**config.mk**
```make
export PLATFORM = sky130hd
export DESIGN_NAME = axi4lite_csr_regs_flat
export DESIGN_NICKNAME = d
export VERILOG_FILES = /design/src/rtl/axi4lite_csr_regs_if.sv /design/src/rtl/axi4lite_csr_regs.sv /design/src/flat_wrapper.sv
export SDC_FILE = /design/constraint.sdc
export NUM_CORES = 1
export LEC_CHECK = 0
export ABC_AREA = 1
export BUFFER_PORTS_ARGS = -buffer_cell sky130_fd_sc_hd__buf_4
export CORE_UTILIZATION = 52
export DETAILED_ROUTE_END_ITERATION = 7
export GPL_ROUTABILITY_DRIVEN = 0
export PLACE_DENSITY_LB_ADDON = 0.08
export SYNTH_ARGS = -nofsm -noshare
export SYNTH_HDL_FRONTEND = slang
export SYNTH_SLANG_ARGS = --single-unit
```
**constraint.sdc**
```tcl
create_clock -name aclk -period 2.25 [get_ports aclk]
set_input_delay 0.45 -clock aclk [delete_from_list [all_inputs] [get_ports aclk]]
set_output_delay 0.45 -clock aclk [all_outputs]
set_load 0.01 [all_outputs]
```
**src/rtl/axi4lite_csr_regs_if.sv**
```systemverilog
// axi4lite_if: 32-bit AXI4-Lite bus bundle with master and slave modports
interface axi4lite_if #(
  parameter int ADDRW = 32,
  parameter int DATAW = 32
);
  logic [ADDRW-1:0]   awaddr;
  logic               awvalid;
  logic               awready;
  logic [DATAW-1:0]   wdata;
  logic [DATAW/8-1:0] wstrb;
  logic               wvalid;
  logic               wready;
  logic [1:0]         bresp;
  logic               bvalid;
  logic               bready;
  logic [ADDRW-1:0]   araddr;
  logic               arvalid;
  logic               arready;
  logic [DATAW-1:0]   rdata;
  logic [1:0]         rresp;
  logic               rvalid;
  logic               rready;
  modport master (
    output awaddr, awvalid, wdata, wstrb, wvalid, bready, araddr, arvalid, rready,
    input  awready, wready, bresp, bvalid, arready, rdata, rresp, rvalid
  );
  modport slave (
    input  awaddr, awvalid, wdata, wstrb, wvalid, bready, araddr, arvalid, rready,
    output awready, wready, bresp, bvalid, arready, rdata, rresp, rvalid
  );
endinterface

```
**src/rtl/axi4lite_csr_regs.sv**
```systemverilog
// axi4lite_csr_regs: AXI4-Lite CSR bank for MIG control/status/irq; SCRATCH at 0x08 exists only with CSR_SCRATCH_EN
module axi4lite_csr_regs #(
  parameter int          NSTAT    = 8,
  parameter logic [31:0] CTRL_RST = 32'h0000_0000,
  parameter logic [31:0] ID_VALUE = 32'h4D49_4701
) (
  input  logic             aclk,
  input  logic             aresetn,
  axi4lite_if.slave        s,
  output logic [31:0]      ctrl_out,
  input  logic [NSTAT-1:0] status_in,
  output logic             irq
);
`ifdef CSR_SCRATCH_EN
  localparam logic HAS_SCR = 1'b1;
`else
  localparam logic HAS_SCR = 1'b0;
`endif
  logic             awready_q, awready_d, bvalid_q, bvalid_d;
  logic             arready_q, arready_d, rvalid_q, rvalid_d;
  logic             irq_q, irq_d;
  logic [1:0]       bresp_q, bresp_d, rresp_q, rresp_d;
  logic [31:0]      rdata_q, rdata_d, ctrl_q, ctrl_d, scratch_q, scratch_d;
  logic [NSTAT-1:0] irq_stat_q, irq_stat_d, irq_en_q, irq_en_d;
  logic [NSTAT-1:0] sync1_q, sync1_d, sync2_q, sync2_d, sync3_q, sync3_d;
  logic [5:0]       widx, ridx;
  logic             we, re, w_map, r_map;
  logic [31:0]      mask, wval, rval;
  logic             unused_ok;
  assign widx = s.awaddr[7:2];
  assign ridx = s.araddr[7:2];
  assign we   = awready_q && s.awvalid && s.wvalid;
  assign re   = arready_q && s.arvalid;
  assign mask = {{8{s.wstrb[3]}}, {8{s.wstrb[2]}}, {8{s.wstrb[1]}}, {8{s.wstrb[0]}}};
  assign wval = s.wdata & mask;
  assign unused_ok = ^{s.awaddr[31:8], s.awaddr[1:0], s.araddr[31:8], s.araddr[1:0]};
  always_comb begin
    w_map = (widx <= 6'd5) && (HAS_SCR || widx != 6'd2);
    r_map = (ridx <= 6'd5) && (HAS_SCR || ridx != 6'd2);
    rval = ridx == 6'd0 ? ctrl_q :
           ridx == 6'd1 ? 32'(sync2_q) :
           ridx == 6'd2 ? scratch_q :
           ridx == 6'd3 ? 32'(irq_stat_q) :
           ridx == 6'd4 ? 32'(irq_en_q) :
           ridx == 6'd5 ? ID_VALUE : 32'h0;
    awready_d = s.awvalid && s.wvalid && !bvalid_q && !awready_q;
    bvalid_d  = we || (bvalid_q && !s.bready);
    bresp_d   = we ? (w_map ? 2'b00 : 2'b10) : bresp_q;
    arready_d = s.arvalid && !rvalid_q && !arready_q;
    rvalid_d  = re || (rvalid_q && !s.rready);
    rdata_d   = re ? (r_map ? rval : 32'h0) : rdata_q;
    rresp_d   = re ? (r_map ? 2'b00 : 2'b10) : rresp_q;
    ctrl_d    = (we && widx == 6'd0) ? ((ctrl_q & ~mask) | wval) : ctrl_q;
    scratch_d = (HAS_SCR && we && widx == 6'd2) ? ((scratch_q & ~mask) | wval) : scratch_q;
    irq_en_d  = (we && widx == 6'd4) ? ((irq_en_q & ~mask[NSTAT-1:0]) | wval[NSTAT-1:0]) : irq_en_q;
    // a fresh synced rising edge outranks a same-cycle W1C clear
    irq_stat_d = (irq_stat_q & ~({NSTAT{we && widx == 6'd3}} & wval[NSTAT-1:0])) | (sync2_q & ~sync3_q);
    irq_d   = |(irq_stat_q & irq_en_q);
    sync1_d = status_in;
    sync2_d = sync1_q;
    sync3_d = sync2_q;
  end
  always_ff @(posedge aclk or negedge aresetn) begin
    if (!aresetn) begin
      awready_q  <= 1'b0;
      bvalid_q   <= 1'b0;
      bresp_q    <= 2'b00;
      arready_q  <= 1'b0;
      rvalid_q   <= 1'b0;
      rdata_q    <= 32'h0;
      rresp_q    <= 2'b00;
      ctrl_q     <= CTRL_RST;
      scratch_q  <= 32'h0;
      irq_stat_q <= '0;
      irq_en_q   <= '0;
      irq_q      <= 1'b0;
      sync1_q    <= '0;
      sync2_q    <= '0;
      sync3_q    <= '0;
    end else begin
      awready_q  <= awready_d;
      bvalid_q   <= bvalid_d;
      bresp_q    <= bresp_d;
      arready_q  <= arready_d;
      rvalid_q   <= rvalid_d;
      rdata_q    <= rdata_d;
      rresp_q    <= rresp_d;
      ctrl_q     <= ctrl_d;
      scratch_q  <= scratch_d;
      irq_stat_q <= irq_stat_d;
      irq_en_q   <= irq_en_d;
      irq_q      <= irq_d;
      sync1_q    <= sync1_d;
      sync2_q    <= sync2_d;
      sync3_q    <= sync3_d;
    end
  end
  assign s.awready = awready_q;
  assign s.wready  = awready_q;
  assign s.bvalid  = bvalid_q;
  assign s.bresp   = bresp_q;
  assign s.arready = arready_q;
  assign s.rvalid  = rvalid_q;
  assign s.rdata   = rdata_q;
  assign s.rresp   = rresp_q;
  assign ctrl_out  = ctrl_q;
  assign irq       = irq_q;
endmodule
```
**src/flat_wrapper.sv**
```systemverilog
// flat-port wrapper written by rule: the top's interface ports become plain ports
module axi4lite_csr_regs_flat 
#(
  parameter int          NSTAT    = 8,
  parameter logic [31:0] CTRL_RST = 32'h0000_0000,
  parameter logic [31:0] ID_VALUE = 32'h4D49_4701
)
  (aclk, aresetn, ctrl_out, status_in, irq, s_awaddr, s_awvalid, s_wdata, s_wstrb, s_wvalid, s_bready, s_araddr, s_arvalid, s_rready, s_awready, s_wready, s_bresp, s_bvalid, s_arready, s_rdata, s_rresp, s_rvalid);
  axi4lite_if s_i ();
  input  logic aclk;
  input  logic aresetn;
  output logic [31:0] ctrl_out;
  input  logic [NSTAT-1:0] status_in;
  output logic irq;
  input wire logic [$bits(s_i.awaddr)-1:0] s_awaddr;
  input wire logic [$bits(s_i.awvalid)-1:0] s_awvalid;
  input wire logic [$bits(s_i.wdata)-1:0] s_wdata;
  input wire logic [$bits(s_i.wstrb)-1:0] s_wstrb;
  input wire logic [$bits(s_i.wvalid)-1:0] s_wvalid;
  input wire logic [$bits(s_i.bready)-1:0] s_bready;
  input wire logic [$bits(s_i.araddr)-1:0] s_araddr;
  input wire logic [$bits(s_i.arvalid)-1:0] s_arvalid;
  input wire logic [$bits(s_i.rready)-1:0] s_rready;
  output wire logic [$bits(s_i.awready)-1:0] s_awready;
  output wire logic [$bits(s_i.wready)-1:0] s_wready;
  output wire logic [$bits(s_i.bresp)-1:0] s_bresp;
  output wire logic [$bits(s_i.bvalid)-1:0] s_bvalid;
  output wire logic [$bits(s_i.arready)-1:0] s_arready;
  output wire logic [$bits(s_i.rdata)-1:0] s_rdata;
  output wire logic [$bits(s_i.rresp)-1:0] s_rresp;
  output wire logic [$bits(s_i.rvalid)-1:0] s_rvalid;
  assign s_i.awaddr = s_awaddr;
  assign s_i.awvalid = s_awvalid;
  assign s_i.wdata = s_wdata;
  assign s_i.wstrb = s_wstrb;
  assign s_i.wvalid = s_wvalid;
  assign s_i.bready = s_bready;
  assign s_i.araddr = s_araddr;
  assign s_i.arvalid = s_arvalid;
  assign s_i.rready = s_rready;
  assign s_awready = s_i.awready;
  assign s_wready = s_i.wready;
  assign s_bresp = s_i.bresp;
  assign s_bvalid = s_i.bvalid;
  assign s_arready = s_i.arready;
  assign s_rdata = s_i.rdata;
  assign s_rresp = s_i.rresp;
  assign s_rvalid = s_i.rvalid;
  axi4lite_csr_regs #(.NSTAT(NSTAT), .CTRL_RST(CTRL_RST), .ID_VALUE(ID_VALUE)) u_core (.aclk(aclk), .aresetn(aresetn), .s(s_i), .ctrl_out(ctrl_out), .status_in(status_in), .irq(irq));
endmodule
```
==> results.txt, run 1 <==
----------------------------------------------------
[Routing]
  Total Wirelength ... 10400 microns
  Antenna Violating Nets Remaining ... 0
  Detailed Routing Iterations Pass 1 ... 4
  Count of vias placed by the detailed router ... 3728
  Average routed wire per standard cell ... 14.4 microns
  Initial drt markers ... 166
  Vias per inst ... 5.14
  Remaining design rule violation count ... 0

[Synthesis]
  Compound-gate portion of the synthesized area ... 12.8%
  Simple-gate area share of the yosys netlist ... 19.9%
  Most used standard cell by instance count after synthesis ... nand2_1
  Dominant cell type by area after synthesis ... dfrtp_1
  Yosys warning total ... 0
  Sequential fraction of the synthesis area ... 59.9%
  Synth Area per Inst ... 9.72 sq um
  Largest family of logic cells by synthesized area ... simple AND/OR/NAND/NOR gates
  Post-synthesis share of cell area spent on xor and xnor gates ... 0%
  Top cells by area in the synthesized netlist ... dfrtp_1 60%, nand2_1 11%, o21ai_2 7.6%, o21ai_0 4.4%, inv_1 4.3%
  Mapped Cells ... 477
  Async SR Flop Fraction ... 100%
  Number of flops mapped to enable cells by yosys ... 0
  Netlist Area Pre-Place ... 0.00463 sq mm
  Distinct cell type count after synthesis ... 24
  List of most frequent post-synthesis cells ... 138 x nand2_1, 111 x dfrtp_1, 53 x inv_1
  Primary flip-flop cell chosen by synthesis mapping ... dfrtp_1
  Share of synthesized cell area in full adder, half adder and majority cells ... 0%
  Number of register bits inferred by synthesis ... 111
  Multiplexer share of the synthesized area ... 0%
  Share of the synthesized area in the top cell type ... 59.9%

[Finish]
  Summed area of non-filler cells in the final layout ... 0.00596 sq mm
  Antenna diode count ... 0
  Syn-to-layout area delta ... 28.5%
  Share of layout cells above drive strength 1 ... 34.4%
  Final net count ... 727

[Setup path]
  Cell-by-cell listing of the critical path ... nand3_2 -> nor3_4 -> nand3_2 -> nand2_1 -> o21ai_2
  Setup Crit Path Kind ... reg2reg
  Slowest stage cell, crit path ... nand3_2
  Category of the worst setup path capture point ... register
  Crit-path leading delay family ... simple AND/OR/NAND/NOR gates
  Crit path largest cell delay ... 0.44 ns
  Crit path top cell by count ... nand3_2
  WP buf/inv ... 0
  Worst Path Max Fanout ... 16
  Startpoint kind of the worst setup timing path ... register
  Required time of the worst setup path ... 2.50 ns
  CP Data Arrival Time ... 2.00 ns

[Global routing]
  Global-route wire length before repair ... 16300 microns
  Initial antenna violation count ... 0
  Maximum number of pins on one net before global-route repair ... 45
  Overall global routing resource usage ... 23.2%
  Via count of the first global-routing pass ... 3398
  Residual overflow from global routing ... 0

[Clocking]
  Hold buffers post-CTS ... 0
  Number of cells upsized or downsized after cts ... 0
  Setup bufs post-CTS ... 0
  Number of H-tree levels ... 3
  Num CTS Buffers ... 9
  Max Root-Sink Buffers ... 2
  Number of clock sinks ... 111
  Clock Root Buffer ... clkbuf_8
  Clock-pin transition on the worst setup and hold timing paths ... 0.11 ns
  Clock latency at the later pin of the worst-skew pair ... 0.36 ns
  CTS tree ... done

[Floorplan]
  Width of the chip ... 96.4 microns
  Top Ports ... 189
  Row cnt ... 34
  Die Span Y ... 96.4 microns
  Area of the placeable core ... 0.00868 sq mm
  Effective utilization at floorplan ... 53.4%
  Area enclosed by the die boundary ... 0.00929 sq mm

[Timing]
  Achievable frequency ... 572 MHz
  Hold Vio Cnt, Final ... 0
  Headroom to the max-slew limit ... 46.7%
  Endpoints failing setup ... 0
  Final slew viol count ... 0
  RSZ-0062 raised after global routing ... no
  Final Hold Slack ... 0.0592 ns
  Worst clock skew ... 0.0108 ns
  Setup TNS ... 0 ns
  Min Clock Period, post-route ... 1.75 ns
  Period Utilization, post-route ... 77.7%
  Min setup slack post-route ... 0.501 ns
  Worst Max-Slew Pin Slew ... 0.798 ns

[Placement]
  # port buffers ... 134
  Final HPWL DP ... 7290 microns
  Standard cell area after detailed placement ... 0.00573 sq mm
  Post-Place Worst Slack ... 0.370 ns

[Pwr]
  Total power after layout ... 0.00376 W
  Power density cells ... 631 mW/mm^2
  Standby leakage power ... 3.16 nW
  Peak ir drop on the vdd network ... 0.000331 V

[Flow run]
  # Max-Cap Violations ... 0

[Hold path]
  Worst min path class ... in2async

[Outcome]
  Run status ... finished, final reports clean

----------------------------------------------------
## per-layer routing
layer	global-route usage (%)	wire [microns]
met3	3.60	646
met1	31.5	4610
met2	38.2	5050
met5	0	0
met4	7.60	119
## worst register-to-register path: stages (launching register included)
cell	delay (ns)
dfrtp_1	0.41
nand3_2	0.17
nor3_4	0.33
nand3_2	0.44
nand2_1	0.23
o21ai_2	0.07
## power by group
| part | switching (W) | leakage (nW) | internal, W |
|---|---|---|---|
| registers | 0.0000323 | 1.44 | 0.00205 |
| logic | 0.000191 | 1.61 | 0.000152 |
| clock network | 0.000693 | 0.115 | 0.000640 |
| total | 0.000916 | 3.16 | 0.00284 |
## area by class of cell
class / count / area, sq um
inverters: 53 / 199
fillers: 738 / 2720
multi-input cells: 294 / 1520
flip-flops and latches: 111 / 2780
clock inverters: 7 / 100
repair buffers: 143 / 1100
well taps: 108 / 135
clock buffers: 9 / 124
## final timing paths
path	startpoint	endpoint	slack, ns	cells after the start
hold / removal	aresetn	u_core.sync3_q[6]	0.06	1
setup reg to reg	u_core.s.awready	register	0.50	5
max in group asynchronous	aresetn	u_core.s.rdata[15]	1.56	2
hold reg to reg	u_core.sync1_q[1]	u_core.sync2_q[1]	0.36	0
setup / recovery	u_core.s.awready	register	0.50	5
min in group aclk	status_in[2]	u_core.sync1_q[2]	0.19	1
## per-stage QoR
stage / util [%] / std cells
2_1_floorplan: - / 478
3_3_place_gp: 66.1 / 709
3_5_place_dp: 66.1 / 709
4_1_cts: 68.6 / 725
5_1_grt: 68.6 / 725
6_report: 68.6 / 725
## kinds of logic after synthesis
family	Yosys count
and+or+nand+nor	206
DFF	111
AOI/OAI and AO/OA	86
buffers and inverters	73
other	1
## cell usage in the layout (no fill, tap or decap), types with 3 or more instances in the layout
cell / synthesis / routed
nand2_1: 138 / 138
o21ai_2: 40 / 40
nand3_2: 6 / 6
inv_6: 0 / 3
nor2_1: 15 / 15
nand3_1: 24 / 24
o21ai_0: 41 / 41
buf_4: 4 / 141
inv_1: 53 / 53
dfrtp_1: 111 / 111
nor2_2: 3 / 3
nand4_1: 15 / 15
clkbuf_8: 0 / 9
No activity file was read; power rests on OpenSTA's default activity.
==> run 2: changes to the inputs <==
--- a/config.mk
+++ b/config.mk
@@ -7,7 +7,7 @@
 export LEC_CHECK = 0
 export ABC_AREA = 1
 export BUFFER_PORTS_ARGS = -buffer_cell sky130_fd_sc_hd__buf_4
-export CORE_UTILIZATION = 52
+export CORE_UTILIZATION = 48
 export DETAILED_ROUTE_END_ITERATION = 7
 export GPL_ROUTABILITY_DRIVEN = 0
 export PLACE_DENSITY_LB_ADDON = 0.08
==> constraint.sdc (replaced) <==
create_clock -name aclk -period 1.85 [get_ports aclk]
set_input_delay 0.37 -clock aclk [delete_from_list [all_inputs] [get_ports aclk]]
set_output_delay 0.37 -clock aclk [all_outputs]
set_load 0.01 [all_outputs]
==> run 2 against run 1 <==
Net effect: combinational power rose by 24%; design area rose by 1.4%; global-route usage fell by 1.1 points; largest cell class unchanged; highest routed layer unchanged; clock skew rose by 0.0056 ns; critical path type unchanged.
==> results.txt, run 2 (synthesized netlist as in run 1, its figures left out) <==
----------------------------------------------------
[Timing]
  Achievable frequency ... 596 MHz
  Period Utilization, post-route ... 90.7%
  Endpoints failing setup ... 0
  RSZ-0062 raised after global routing ... yes
  Final slew viol count ... 0
  Worst clock skew ... 0.0164 ns
  Final Hold Slack ... 0.101 ns
  Setup TNS ... 0 ns
  Min Clock Period, post-route ... 1.68 ns
  Hold Vio Cnt, Final ... 0

[Placement]
  # port buffers ... 134
  Final HPWL DP ... 7670 microns
  Placed cell count ... 738

[Routing]
  Vias per inst ... 4.85
  Detailed Routing Iterations Pass 1 ... 4
  Routed met1 length ... 4650 microns
  Metal2 WL ... 4990 microns
  Count of vias placed by the detailed router ... 3665
  Initial drt markers ... 99
  Antenna Violating Nets Remaining ... 0
  Highest Signal Layer ... met4
  Total Wirelength ... 10500 microns
  Detailed-routed wire length on met3 ... 748 microns
  Remaining design rule violation count ... 0
  Average routed wire per standard cell ... 14.0 microns

[Clocking]
  Setup bufs post-CTS ... 0
  Clock latency at the later pin of the worst-skew pair ... 0.37 ns
  Clock-pin transition on the worst setup and hold timing paths ... 0.11 ns
  Number of H-tree levels ... 3
  Num CTS Buffers ... 9
  Number of clock sinks ... 111
  CTS tree ... done
  Max Root-Sink Buffers ... 2
  Clock Root Buffer ... clkbuf_8
  Number of cells upsized or downsized after cts ... 0

[Setup path]
  Cell-by-cell listing of the critical path ... nand3_2 -> nor3_4 -> nand3_2 -> nand2_1 -> o21ai_2
  Startpoint kind of the worst setup timing path ... register
  Crit path largest cell delay ... 0.42 ns
  Setup Crit Path Kind ... reg2reg
  Category of the worst setup path capture point ... register
  Worst Path Max Fanout ... 16
  Crit path top cell by count ... nand3_2
  Required time of the worst setup path ... 2.10 ns
  Crit-path leading delay family ... simple AND/OR/NAND/NOR gates
  CP Data Arrival Time ... 1.93 ns
  WP buf/inv ... 0
  Slowest stage cell, crit path ... dfrtp_1

[Floorplan]
  Top Ports ... 189
  Row cnt ... 35
  Width of the chip ... 100 microns
  Die Span Y ... 100 microns
  Area enclosed by the die boundary ... 0.0101 sq mm
  Area of the placeable core ... 0.00928 sq mm
  Effective utilization at floorplan ... 49.9%

[Finish]
  Final net count ... 736
  Final standard cell count with taps included and fillers excluded ... 755
  Leading cell type in the layout, fill and taps excluded ... buf_4
  Antenna diode count ... 0
  Syn-to-layout area delta ... 30.3%
  Total of fill cells in the finished design ... 814
  Share of layout cells above drive strength 1 ... 35.1%
  Layout Utilization ... 65.1%
  Commonest cells after routing, fill and taps aside ... 149 x buf_4, 138 x nand2_1, 111 x dfrtp_1, 53 x inv_1, 41 x o21ai_0

[Global routing]
  Via count of the first global-routing pass ... 3571
  Global-route wire length before repair ... 17000 microns
  Maximum number of pins on one net before global-route repair ... 43
  Initial antenna violation count ... 0
  Overall global routing resource usage ... 22.0%
  Residual overflow from global routing ... 0

[Flow run]
  # Max-Cap Violations ... 0

[Pwr]
  Standby leakage power ... 3.19 nW
  Power density cells ... 744 mW/mm^2
  Peak ir drop on the vdd network ... 0.000414 V

[Hold path]
  Worst min path class ... in2reg

[Outcome]
  Run status ... finished, final reports clean

----------------------------------------------------
==> run 2: layer usage <==
metal,GRT usage (%),vias up
met4,9.25,0
li1,-,1816
met2,34.4,126
met5,0,-
met1,29.4,1710
met3,5.71,13
==> run 2: cell type report <==
| type | count | area [sq um] | share of cell area, % |
|---|---|---|---|
| Clock buffer | 9 | 124 | 2.05 |
| Timing Repair Buffer | 152 | 1170 | 19.3 |
| Tap cell | 129 | 161 | 2.67 |
| Sequential cell | 111 | 2780 | 46.0 |
| Inverter | 53 | 199 | 3.29 |
| Multi-Input combinational cell | 294 | 1520 | 25.2 |
| Clock inverter | 7 | 86.3 | 1.43 |
==> run 2: worst register-to-register path, delay by kind of cell, from the launching register on <==
| family | cells | cell delay (ns) |
|---|---|---|
| simple gates | 4 | 1.08 |
| compound gates | 1 | 0.06 |
| flops | 1 | 0.42 |
==> run 2: path summary, 6_finish.rpt <==
kind	startpoint	endpoint	slack, ns	depth (start not counted)
setup / recovery	u_core.s.awready	register	0.17	5
hold / removal	status_in[3]	u_core.sync1_q[3]	0.10	1
setup reg to reg	u_core.s.awready	register	0.17	5
hold reg to reg	u_core.sync1_q[1]	u_core.sync2_q[1]	0.36	0
max in group asynchronous	aresetn	asynchronous set/reset pin	0.89	3
min in group asynchronous	aresetn	u_core.sync1_q[2]	0.38	2
==> run 2: metrics by stage <==
step	setup WS (ns)	power (W)	instance area, sq um
after global placement	0.167	0.00300	5820
after detailed placement	0.135	0.00301	5820
final	0.172	0.00449	6040
after floorplan	0.404	0.00273	4640
after CTS	0.147	0.00455	6040
after global routing	-0.0336	0.00468	6040
==> run 2: report_power, final <==
group / total [W] / leakage [nW] / switching (W) / internal, W
clock: 0.00153 / 0.104 / 0.000876 / 0.000658
combinational: 0.000427 / 1.65 / 0.000232 / 0.000196
sequential: 0.00253 / 1.44 / 0.0000391 / 0.00249
total: 0.00449 / 3.19 / 0.00115 / 0.00335
==> run 2: timing repair <==
item,4_1_cts,5_1_grt
hold buffers,1,0
hold endpoints to repair,8,0
setup endpoints to repair,0,7
